**config.mk**
```make
export PLATFORM = sky130hd
export DESIGN_NAME = ocm_arbiter
export DESIGN_NICKNAME = d
export VERILOG_FILES = /design/src/rtl/ocm_pkg.sv /design/src/rtl/ocm_rsp_pipe.sv /design/src/rtl/ocm_arbiter.sv
export SDC_FILE = /design/constraint.sdc
export NUM_CORES = 1
export LEC_CHECK = 0
export ABC_AREA = 1
export BUFFER_PORTS_ARGS = -buffer_cell sky130_fd_sc_hd__buf_4
export CAP_MARGIN = 15
export CORE_AREA = 2 2 107 109
export CTS_BUF_LIST = sky130_fd_sc_hd__clkbuf_8 sky130_fd_sc_hd__clkbuf_16
export CTS_CLUSTER_DIAMETER = 80
export DETAILED_ROUTE_END_ITERATION = 12
export DIE_AREA = 0 0 109 111
export PLACE_DENSITY_LB_ADDON = 0.3
export SETUP_SLACK_MARGIN = 0.2
export SKIP_CTS_REPAIR_TIMING = 1
export SYNTH_ARGS = -nofsm -noshare
export SYNTH_HDL_FRONTEND = slang
export SYNTH_HIERARCHICAL = 1
export SYNTH_SLANG_ARGS = --single-unit
```
**constraint.sdc**
```tcl
create_clock -name clk_i -period 0.85 [get_ports clk_i]
set_input_delay 0.0425 -clock clk_i [delete_from_list [all_inputs] [get_ports clk_i]]
set_output_delay 0.0425 -clock clk_i [all_outputs]
set_load 0.01 [all_outputs]
```
**src/rtl/ocm_pkg.sv**
```systemverilog
// rtl/ocm_pkg.sv - shared types and limits for the on-chip memory arbiter
`ifndef XLEN
`define XLEN 32
`endif

package ocm_pkg;

  localparam int RD_LAT_MAX = 4;

  typedef enum logic {
    OWN_I = 1'b0,
    OWN_D = 1'b1
  } owner_e;

  typedef struct packed {
    logic   valid;
    owner_e owner;
  } tag_t;

endpackage

```
**src/rtl/ocm_rsp_pipe.sv**
```systemverilog
// rtl/ocm_rsp_pipe.sv - in-flight read tag pipeline with fetch flush and response steering
`ifndef XLEN
`define XLEN 32
`endif

module ocm_rsp_pipe
  import ocm_pkg::*;
#(
  parameter int RD_LAT = 1
) (
  input  logic              clk,
  input  logic              rst,
  input  logic              issue_valid,
  input  owner_e            issue_owner,
  input  logic              flush,
  input  logic [`XLEN-1:0]  rdata,
  output logic              irsp_valid,
  output logic [`XLEN-1:0]  irsp_data,
  output logic              drsp_valid,
  output logic [`XLEN-1:0]  drsp_data
);

  tag_t stage_q [RD_LAT];
  tag_t resp;
  logic resp_live;

  // Shift tags one stage per cycle; a flush kills fetch-owned tags as they move
  always_ff @(posedge clk) begin
    if (rst) begin
      for (int i = 0; i < RD_LAT; i++) begin
        stage_q[i] <= '{valid: 1'b0, owner: OWN_I};
      end
    end else begin
      stage_q[0] <= '{valid: issue_valid, owner: issue_owner};
      for (int i = 1; i < RD_LAT; i++) begin
        stage_q[i] <= '{valid: stage_q[i-1].valid & ~(flush & (stage_q[i-1].owner == OWN_I)),
                        owner: stage_q[i-1].owner};
      end
    end
  end

  // Last stage picks the owner; a same-cycle flush also suppresses a fetch response
  always_comb begin
    resp       = stage_q[RD_LAT-1];
    resp_live  = resp.valid & ~rst & ~(flush & (resp.owner == OWN_I));
    irsp_valid = resp_live & (resp.owner == OWN_I);
    drsp_valid = resp_live & (resp.owner == OWN_D);
    irsp_data  = irsp_valid ? rdata : '0;
    drsp_data  = drsp_valid ? rdata : '0;
  end

endmodule

```
**src/rtl/ocm_arbiter.sv**
```systemverilog
// rtl/ocm_arbiter.sv - fetch/load-store arbiter for one single-port OCM (OCM_ARB_RR_EN selects round-robin)
`ifndef XLEN
`define XLEN 32
`endif

module ocm_arbiter
  import ocm_pkg::*;
#(
  parameter int RD_LAT = 1,
  parameter int ADDR_W = `XLEN - 2
) (
  input  logic                 clk_i,
  input  logic                 rst_i,
  input  logic                 ireq_valid_i,
  output logic                 ireq_ready_o,
  input  logic [`XLEN-1:0]     ireq_addr_i,
  input  logic                 iflush_i,
  output logic                 irsp_valid_o,
  output logic [`XLEN-1:0]     irsp_data_o,
  input  logic                 dreq_valid_i,
  output logic                 dreq_ready_o,
  input  logic                 dreq_we_i,
  input  logic [`XLEN/8-1:0]   dreq_be_i,
  input  logic [`XLEN-1:0]     dreq_addr_i,
  input  logic [`XLEN-1:0]     dreq_wdata_i,
  output logic                 drsp_valid_o,
  output logic [`XLEN-1:0]     drsp_data_o,
  output logic                 mem_en_o,
  output logic [`XLEN/8-1:0]   mem_we_o,
  output logic [ADDR_W-1:0]    mem_addr_o,
  output logic [`XLEN-1:0]     mem_wdata_o,
  input  logic [`XLEN-1:0]     mem_rdata_i
);

  logic grant_i;
  logic grant_d;

`ifdef OCM_ARB_RR_EN
  owner_e prio_q;

  // Priority pointer moves to the loser only when both ports competed
  always_ff @(posedge clk_i) begin
    if (rst_i) begin
      prio_q <= OWN_D;
    end else if (ireq_valid_i && dreq_valid_i) begin
      prio_q <= grant_d ? OWN_I : OWN_D;
    end
  end

  // Round-robin grant; a sole requester always wins
  always_comb begin
    grant_d = 1'b0;
    grant_i = 1'b0;
    if (!rst_i) begin
      if (dreq_valid_i && (!ireq_valid_i || prio_q == OWN_D)) begin
        grant_d = 1'b1;
      end else if (ireq_valid_i) begin
        grant_i = 1'b1;
      end
    end
  end
`else
  // Fixed priority: the data port always wins
  always_comb begin
    grant_d = ~rst_i & dreq_valid_i;
    grant_i = ~rst_i & ireq_valid_i & ~dreq_valid_i;
  end
`endif

  // Drive the memory from the granted port; byte writes only for a granted store
  always_comb begin
    mem_en_o    = grant_i | grant_d;
    mem_we_o    = '0;
    mem_addr_o  = '0;
    mem_wdata_o = '0;
    if (grant_d) begin
      mem_addr_o = ADDR_W'(dreq_addr_i >> 2);
      if (dreq_we_i) begin
        mem_we_o    = dreq_be_i;
        mem_wdata_o = dreq_wdata_i;
      end
    end else if (grant_i) begin
      mem_addr_o = ADDR_W'(ireq_addr_i >> 2);
    end
  end

  assign ireq_ready_o = ireq_valid_i & grant_i;
  assign dreq_ready_o = dreq_valid_i & grant_d;

  ocm_rsp_pipe #(
    .RD_LAT (RD_LAT)
  ) u_rsp_pipe (
    .clk         (clk_i),
    .rst         (rst_i),
    .issue_valid (grant_i | (grant_d & ~dreq_we_i)),
    .issue_owner (grant_d ? OWN_D : OWN_I),
    .flush       (iflush_i),
    .rdata       (mem_rdata_i),
    .irsp_valid  (irsp_valid_o),
    .irsp_data   (irsp_data_o),
    .drsp_valid  (drsp_valid_o),
    .drsp_data   (drsp_data_o)
  );

endmodule

```
; ---- Word level (Yosys, flattened, before mapping)
; Memory sizes are Yosys's and may differ from the RTL's.
; Cells that the tools add are included.
[word_totals]
out_inout_bits = 135
elab_cells = 34
n_memories = 1
input_bits = 138
reg_bits = 0
ramBits = 2
[memory_table]
columns = name, depth, width, read_ports, rd_clocked_by_memory_dff, wr, line_no
row1 = u_rsp_pipe.stage_q, 1, 2, 1, 0, 1, ocm_rsp_pipe.sv:23  ; tag_t stage_q [RD_LAT];
[op_classes]
mux = 14
n_reduce_logical = 1
bitwise_logic = 18
[ops]
columns = cell, n
row1 = 2-to-1 mux 32 bit, 4
row2 = 2-to-1 mux 30 bit, 2
row3 = AND 1 bit, 11
row4 = 2-to-1 mux 4 bit, 2
row5 = 2-to-1 mux 1 bit, 5
row6 = inverter 1 bit, 5
row7 = 2-to-1 mux 2 bit, 1
row8 = OR 1 bit, 2
row9 = OR reduction 2 bit, 1

; ---- Logic depth before layout (Yosys ltp)
; Gate-level depths: netlist of the first run.
[logic_depth]
word_depth = 6
mapped_depth = 6
depth_no_buf = 5

; ---- Hierarchy
; Netlist of the first run, hierarchy kept.
[modules_own_cells]
columns = module, area_each_um2, cells_per_inst, instances, seq_area_each_um2
row1 = ocm_arbiter, 847.1, 190, 1, 0.0
row2 = ocm_rsp_pipe, 516.7, 115, 1, 40.0

; ---- Worst setup path before layout of the first run
; Ideal clock, no wire load.
[synth_timing]
path_type = register to output
startpoint = memory u_rsp_pipe/stage_q[0][1] in the netlist's numbering
endpoint = output drsp_data_o[22]
path_buffers = 1
stages_incl_launch_ff = 6
setup_slack_ns = -0.051
required_ns = 0.808
arrival_ns = 0.858
path_cell_list = dfxtp_1 > inv_1 > nor2_2 > nand2_2 > buf_6 > nor2_1
[synth_between]
elab_chain_cells = 5
[synth_rtl]
columns = element, line_no
row1 = start: declaration, ocm_rsp_pipe.sv:23
row2 = memory read (1 x 2 bit), --
row3 = AND 1 bit (2 in a row), ocm_rsp_pipe.sv:45  ; resp_live = resp.valid & ~rst & ~(flush & (resp.owner == OWN_I));
row4 = AND 1 bit, ocm_rsp_pipe.sv:47  ; drsp_valid = resp_live & (resp.owner == OWN_D);
row5 = 2-to-1 mux 32 bit, ocm_rsp_pipe.sv:49  ; drsp_data = drsp_valid ? rdata : '0;
row6 = end: declaration, ocm_arbiter.sv:27  ; output logic [`XLEN-1:0] drsp_data_o,
; Every way passes these cells.

; ---- Worst setup path in the final report of the first run
[layout_timing]
startpoint = memory u_rsp_pipe/stage_q[0][1] in the netlist's numbering
endpoint = output irsp_data_o[31]
[layout_between]
elab_chain_cells = 5
[layout_rtl]
columns = element, line_no
row1 = memory read (1 x 2 bit), --
row2 = AND 1 bit (2 in a row), ocm_rsp_pipe.sv:45
row3 = AND 1 bit, ocm_rsp_pipe.sv:46  ; irsp_valid = resp_live & (resp.owner == OWN_I);
row4 = 2-to-1 mux 32 bit, ocm_rsp_pipe.sv:48  ; irsp_data = irsp_valid ? rdata : '0;
row5 = end: declaration, ocm_arbiter.sv:19  ; output logic [`XLEN-1:0] irsp_data_o,
; Every way passes these cells.

==> results of run 1 <==
-- metal layers --
layer / track usage [%] / routed length, um / vias up
met2: 23.9 / 5100 / 183
met3: 2.23 / 1020 / 13
met1: 10.9 / 3190 / 1348
met4: 1.97 / 199 / 0
li1: - / - / 1486
met5: 0 / 0 / -
-- power by group --
group | total (mW) | internal [mW] | switching [mW]
combinational | 1.82 | 1.03 | 0.791
sequential | 0.102 | 0.0993 | 0.00234
clock | 0.702 | 0.598 | 0.104
-- logic make-up after synthesis --
logic type | synth area share [%]
AOI/OAI and AO/OA | 0.367
buffers and inverters | 25.7
and+or+nand+nor | 71.0
DFF | 2.94
-- metrics by stage --
| step | setup TNS, ns | power (mW) | util (%) |
|---|---|---|---|
| 6_report | -21.94 | 2.62 | 43.1 |
| 5_1_grt | -27.75 | 2.77 | 43.1 |
| 4_1_cts | -25.99 | 2.14 | 34.5 |
| 3_5_place_dp | -10.52 | 1.42 | 33.8 |
| 3_3_place_gp | -10.75 | 1.41 | 33.8 |
| 2_1_floorplan | -1.32 | 0.586 | - |
-- cell usage in the layout, fill, tap and decap left out --
master	netlist	final
nand4_1	30	30
buf_6	9	52
dfxtp_1	2	1
nor2_1	103	8
clkbuf_16	0	10
dfxtp_2	0	1
inv_8	0	1
nor2_4	0	14
clkinv_8	0	1
buf_12	0	11
buf_8	0	3
inv_2	2	2
buf_4	4	233
nand2_1	97	47
buf_16	0	1
nor2_2	1	82
nand2_4	0	13
nand2_2	3	39
inv_1	39	36
inv_4	0	1
o21ai_2	0	1
nand2_8	0	1
nand3_4	0	1
-- worst max-delay path, cell delays in order (launching register included) --
cell	delay, ns
dfxtp_1	0.31
inv_2	0.04
nor2_4	0.09
nand2_2	0.10
buf_4	0.15
nor2_1	0.12
buf_4	0.14
-- synth_stat cells --
library cell,number,area share (%)
buf_2,13,4.8
buf_4,4,2.2
buf_6,9,7.4
dfxtp_1,2,2.9
inv_1,39,11
inv_2,2,0.55
nand2_1,97,27
nand2_2,3,1.4
nand3_1,1,0.37
nand4_1,30,14
nor2_1,103,28
nor2_2,1,0.46
o21ai_0,1,0.37
-- worst paths after layout --
kind                startpoint                       end  slack (ns)
max   u_rsp_pipe/stage_q[0][1]           irsp_data_o[31]       -0.36
min                      rst_i  u_rsp_pipe/stage_q[0][0]        0.09
-- area by class of cell --
class                   count  area, um2  share of cell area, %
multi-input cells         236       1500                   31.4
repair buffers            307       2800                   58.7
inverters                  41        176                   3.69
well taps                 143        179                   3.75
clock buffers               3       75.1                   1.57
flip-flops and latches      2       41.3                  0.865
==> reports/metrics.yaml, run 1 <==
status:
  status: "complete, but fails checks"
  violations: "negative setup slack"
layout:
  final_cells: 732
  final_area_um2: 4780
  diodes: 0
  fin_nets: 729
  regMostFlops: "u_rsp_pipe/stage_q"
  drive_gt1_share_pct: 79.3
  fillCellCount: 1086
  largest_register_ffs: 2
  largestRegisters: "u_rsp_pipe/stage_q: 2 flops"
  syn_to_final_growth_pct: 250
setup_path:
  end_kind: "output port"
  crit_fanout: 4
  required_ns: 0.81
  start_kind: "register"
  arrival_ns: 1.16
  crit_type: "reg2out"
cts:
  numCtsBuffers: 3
  root_buffer: "clkbuf_16"
  h-tree-depth: 1
  clock_sinks: 2
  path_clk_slew_ns: 0.03
  cts_tree: "yes"
  clockBufferDepth: 2
sta:
  post-route-min-period_ns: 1.21
  hold_viol_final: 0
  worst_slew_pin_slew_ns: 0.218
  period_share_pct: 142
  holdWs_ns: 0.0942
  slew_violations: 0
  relSlewSlack_pct: 85.5
  fin_ws_ns: -0.356
  setup_viol: 92
  grt_setup_unrepaired: "true"
  clock.fmax_ghz: 0.829
floorplan:
  die_width_um: 109
  start_util_pct: 12.3
  die-area_um2: 12100
  fp.dieH_um: 111
  core_um2: 11100
  io_pins: 273
  rows: 39
logic_synthesis:
  syn_nets: 443
  avgSynthCellArea_um2: 4.47
  syn_area_um2: 1360
  ys_ff_latch: 2
  ys_seq_area_share_pct: 2.94
  synth_cell_types: 13
  synth_cells: 305
  yosysWarnings: 6
global_routing:
  grt_overflow: 0
  grt_pass1_vias: 2677
  antenna_found_initial: 0
  grt_pass1_wl_um: 11600
  grt_use_total_pct: 11.4
  grt_max_degree: 39
power_and_ir_drop:
  peakVddDrop_uv: 526
  power_density_nw_per_um2: 549
  leakagePower_nw: 2.62
detailed_routing:
  vias: 3030
  finalWirelength_um: 9510
  drt-wirelength-per-cell_um: 13.0
  drtPass1Iterations: 4
  routed_via_density: 4.14
  ant_nets: 0
  drt-initial-drc-count: 129
  drcViolationCount: 0
placement:
  gp_congestion: 0.713
  port_buffers: 268
  dpl-instance-area_um2: 3750
  dp_cells: 709
  dp_slack_ns: -0.168
  place_hpwl_um: 6540
worst_hold_path:
  min_path_type: "in2reg"
  hold_depth: 3
job:
  cap_violations: 0
Power figures use the tool's default switching activity.
==> inputs of run 2 (changes only) <==
- SKIP_CTS_REPAIR_TIMING: 1 -> default
==> run 2 against run 1 <==
Against the previous run:
- the run still ends with negative setup slack left
- combinational power grew 14%
- final cell count up 0.82%
- clock-buffer cell count stayed put
- flip-flop and latch count did not move
- sequential power hardly changed
- core utilization rose by 5.1 points
- worst setup slack lost 0.024 ns
- final area grew 12%
- largest power group unchanged
- highest routed layer unchanged
==> reports/metrics.yaml, run 2 (same netlist as run 1, synthesis figures left out) <==
status:
  status: "complete, but fails checks"
  violations: "negative setup slack"
layout:
  final_cells: 738
  most-common-layout-cells: "205 x buf_4, 75 x buf_6, 63 x nor2_2"
  seq_area_um2: 42.5
  diodes: 0
  layout_commonest_cell: "buf_4"
  fillCellCount: 1023
  final_area_um2: 5340
  multiInputGateArea_um2: 1770
  largestRegisters: "u_rsp_pipe/stage_q: 2 flops"
  fin_nets: 735
  syn_to_final_growth_pct: 292
  drive_gt1_share_pct: 83.0
  largest_register_ffs: 2
  regMostFlops: "u_rsp_pipe/stage_q"
  final_util_pct: 48.2
worst_hold_path:
  min_path_type: "in2reg"
placement:
  dpl-instance-area_um2: 3750
  port_buffers: 268
  dp_cells: 709
  place_hpwl_um: 6540
  dp_slack_ns: -0.168
  gp_congestion: 0.713
sta:
  slew_violations: 0
  holdWs_ns: 0.105
  post-route-min-period_ns: 1.23
  clock.fmax_ghz: 0.813
  period_share_pct: 145
  tns_ns: -24.70
  hold_viol_final: 0
  grt_setup_unrepaired: "true"
  setup_viol: 96
  relSlewSlack_pct: 88.8
  fin_ws_ns: -0.380
  worst_slew_pin_slew_ns: 0.168
cts:
  h-tree-depth: 1
  clock_sinks: 2
  cts_hold_buf: 0
  path_clk_slew_ns: 0.03
  cts_tree: "yes"
  root_buffer: "clkbuf_16"
  numCtsBuffers: 3
  clockBufferDepth: 2
setup_path:
  start_kind: "register"
  crit_type: "reg2out"
  arrival_ns: 1.19
  required_ns: 0.81
  end_kind: "output port"
  crit_fanout: 16
global_routing:
  grt_overflow: 0
  grt_pass1_vias: 2761
  grt_use_total_pct: 12.3
  grt_pass1_wl_um: 12400
  antenna_found_initial: 0
  grt_max_degree: 34
power_and_ir_drop:
  peakVddDrop_uv: 516
  power_density_nw_per_um2: 538
  leakagePower_nw: 2.85
  p_total_mw: 2.87
floorplan:
  die-area_um2: 12100
  fp.dieH_um: 111
  rows: 39
  core_um2: 11100
  io_pins: 273
  die_width_um: 109
  start_util_pct: 12.3
detailed_routing:
  drt-initial-drc-count: 124
  routed_via_density: 4.24
  vias: 3130
  drtPass1Iterations: 4
  drt-wirelength-per-cell_um: 14.0
  ant_nets: 0
  finalWirelength_um: 10300
  drcViolationCount: 0
job:
  cap_violations: 0
-- run 2: cell types whose count changed in the layout (fill, tap and decap cells not counted), moves of 2 or more --
cell and delta:
buf_12 +4, nand2_1 -11, nor2_2 -19, nor2_1 -7
buf_4 -28, inv_1 -2, buf_6 +23, buf_16 +4
nand2_4 +18, buf_8 +3, nor2_4 +26, nand2_2 -7
-- run 2: critical path, stage by stage (launching register included) --
cell and delay [ns]:
dfxtp_2 0.31, inv_2 0.04, nor2_4 0.13, nand2_4 0.09, clkbuf_16 0.20, nor2_2 0.08
buf_4 0.12
-- run 2: power by group --
group          internal (mW)  switching, mW
clock network          0.598          0.104
logic                   1.16          0.914
registers             0.0997        0.00306
total                   1.85           1.02
-- run 2: area by class of cell --
type | instances | share of cell area, %
timing repair buffer | 313 | 57.8
clock buffer | 3 | 1.40
multi-input combinational | 236 | 33.2
inverter | 41 | 3.49
sequential | 2 | 0.796
tap | 143 | 3.35
-- run 2: layer usage --
layer	vias up	track usage, %	share of wire [%]
met4	0	2.39	1.8
met3	14	2.12	9.7
li1	1506	-	-
met5	-	0	0
met2	187	25.5	56
met1	1423	12.2	33
-- run 2: worst paths after layout --
path,start,end,slack [ns],cells past startpoint
setup / recovery,u_rsp_pipe/stage_q[0][1],drsp_data_o[21],-0.38,6
hold / removal,rst_i,u_rsp_pipe/stage_q[0][0],0.11,3
-- run 2: what timing repair did --
action                                  in CTS  in global routing
cloned                                       5                  9
endpoints found under the setup margin     136                137
endpoints found under the hold margin        0                  0
setup buffers                                6                  6
gates resized for setup                     24                276
pin swaps                                    2                 21
==> inputs of run 3 (changes only) <==
--- a/constraint.sdc
+++ b/constraint.sdc
@@ -3,2 +3,2 @@
 set_output_delay 0.0425 -clock clk_i [all_outputs]
-set_load 0.01 [all_outputs]
+set_load 0.1 [all_outputs]
==> run 3 against run 2 <==
Against the previous run:
- the flow still finishes with violations (negative setup slack)
- hold slack improved by 0.096 ns
- wire length is 22% higher
- fmax is 8.4% lower
- largest cell class unchanged
- highest routed layer unchanged
==> reports/metrics.yaml, run 3 (same netlist as run 1, synthesis figures left out) <==
layout:
  syn_to_final_growth_pct: 491
  most-common-layout-cells: "159 x buf_12, 148 x buf_4, 101 x nor2_4"
  final_cells: 763
  regMostFlops: "u_rsp_pipe/stage_q"
  layout_commonest_cell: "buf_12"
  largestRegisters: "u_rsp_pipe/stage_q: 2 flops"
  fin_nets: 759
  largest_register_ffs: 2
  drive_gt1_share_pct: 85.6
  final_util_pct: 72.8
cts:
  clockBufferDepth: 2
  root_buffer: "clkbuf_16"
  path_clk_slew_ns: 0.03
  h-tree-depth: 1
  cts_tree: "yes"
  clock_sinks: 2
  numCtsBuffers: 3
setup_path:
  crit_chain: "inv_2 > nor2_4 > nand2_4 > buf_12 > nor2_4 > buf_12"
  arrival_ns: 1.30
  cpPeakStageDelay_ns: 0.31
  crit_path_top_delay_cell: "dfxtp_2"
  end_kind: "output port"
  start_kind: "register"
  crit_path_start: "u_rsp_pipe/stage_q[0][1]"
  crit_type: "reg2out"
  required_ns: 0.81
  crit_fanout: 15
detailed_routing:
  drcViolationCount: 0
  vias: 3245
  drt-initial-drc-count: 82
  drtPass1Iterations: 4
  finalWirelength_um: 12600
  drt-wirelength-per-cell_um: 16.5
  routed_via_density: 4.25
  ant_nets: 0
power_and_ir_drop:
  leakagePower_nw: 3.36
  power_density_nw_per_um2: 616
  peakVddDrop_uv: 459
sta:
  relSlewSlack_pct: 80.6
  slew_violations: 0
  hold_viol_final: 0
  worst_slew_pin_slew_ns: 0.291
  clock.fmax_ghz: 0.744
  grt_setup_unrepaired: "true"
  holdWs_ns: 0.201
  fin_ws_ns: -0.493
  post-route-min-period_ns: 1.34
  period_share_pct: 158
  setup_viol: 136
worst_hold_path:
  hold_depth: 4
  min_path_type: "in2reg"
  worstHoldStart: "rst_i"
  worstHoldEndpoint: "u_rsp_pipe/stage_q[0][0]"
global_routing:
  antenna_found_initial: 1
  grt_pass1_vias: 3724
  grt_use_total_pct: 20.4
  grt_pass1_wl_um: 19300
  grt_max_degree: 29
  grt_overflow: 0
placement:
  place_hpwl_um: 7980
  port_buffers: 268
  dp_cells: 716
  gp_congestion: 0.754
status:
  status: "complete, but fails checks"
  violations: "negative setup slack"
floorplan:
  rows: 39
  start_util_pct: 12.3
  io_pins: 273
  core_um2: 11100
  fp.dieH_um: 111
  die-area_um2: 12100
  die_width_um: 109
job:
  cap_violations: 0
[run 3: changes by cell type in the layout (fill, tap and decap cells not counted), sizes merged]
cell      previous run  this run
diode                0         1
inv                 39        40
clkinvlp             0         3
clkbuf              10         3
buf                306       335
clkinv               2         0
[run 3: how the worst max path moves through the flow]
stage                 endpoint  slack [ns]  cells after the start
3_3_place_gp   irsp_data_o[10]       -0.33                      6
2_1_floorplan  drsp_data_o[12]       -0.45                      5
4_1_cts        drsp_data_o[10]       -0.49                      6
3_5_place_dp   irsp_data_o[13]       -0.34                      6
5_1_grt         drsp_data_o[2]       -0.53                      6
6_report       irsp_data_o[10]       -0.49                      6
[run 3: repair_timing]
| item | in CTS | in global routing |
|---|---|---|
| gates resized for setup | 459 | 17 |
| pin swaps | 25 | 16 |
| hold buffers | 0 | 0 |
| cloned | 9 | 0 |
| setup endpoints to repair | 136 | 136 |
| setup buffers | 29 | 5 |
[run 3: metrics by stage]
stage / setup WS (ns) / TNS, ns / instance area, um2 / power [mW]
after floorplan: -0.450 / -31.54 / 3170 / 2.33
after global placement: -0.332 / -40.21 / 5340 / 3.19
after detailed placement: -0.344 / -41.12 / 5340 / 3.21
after CTS: -0.495 / -41.10 / 7890 / 4.88
after global routing: -0.531 / -46.54 / 8070 / 5.15
final: -0.493 / -41.45 / 8070 / 4.97
[run 3: per-layer routing]
layer	global-route usage, %	share of wire (%)	vias up	wire (um)
li1	-	-	1561	-
met5	0	0	-	0
met4	5.13	1.4	0	181
met2	41.9	59	168	7400
met1	18.8	30	1508	3800
met3	5.88	9.4	8	1190
[run 3: cell type report]
type                       count  area (um2)
timing repair buffer         335        4760
fill                         667        3010
multi-input combinational    236        2780
sequential                     2        42.5
inverter                      41         206
clock buffer                   3        75.1
timing repair inverter         2        17.5
tap                          143         179
antenna                        1        2.50
[run 3: power by group]
group	switching (mW)	internal [mW]
sequential	0.00195	0.0997
combinational	2.40	1.76
clock	0.108	0.599
total	2.51	2.46
[run 3: worst max-delay path: cells and delay by family (launching register included)]
kind,cells,cell delay (ns)
buffers and inverters,3,0.40
and+or+nand+nor,3,0.37
DFF,1,0.31
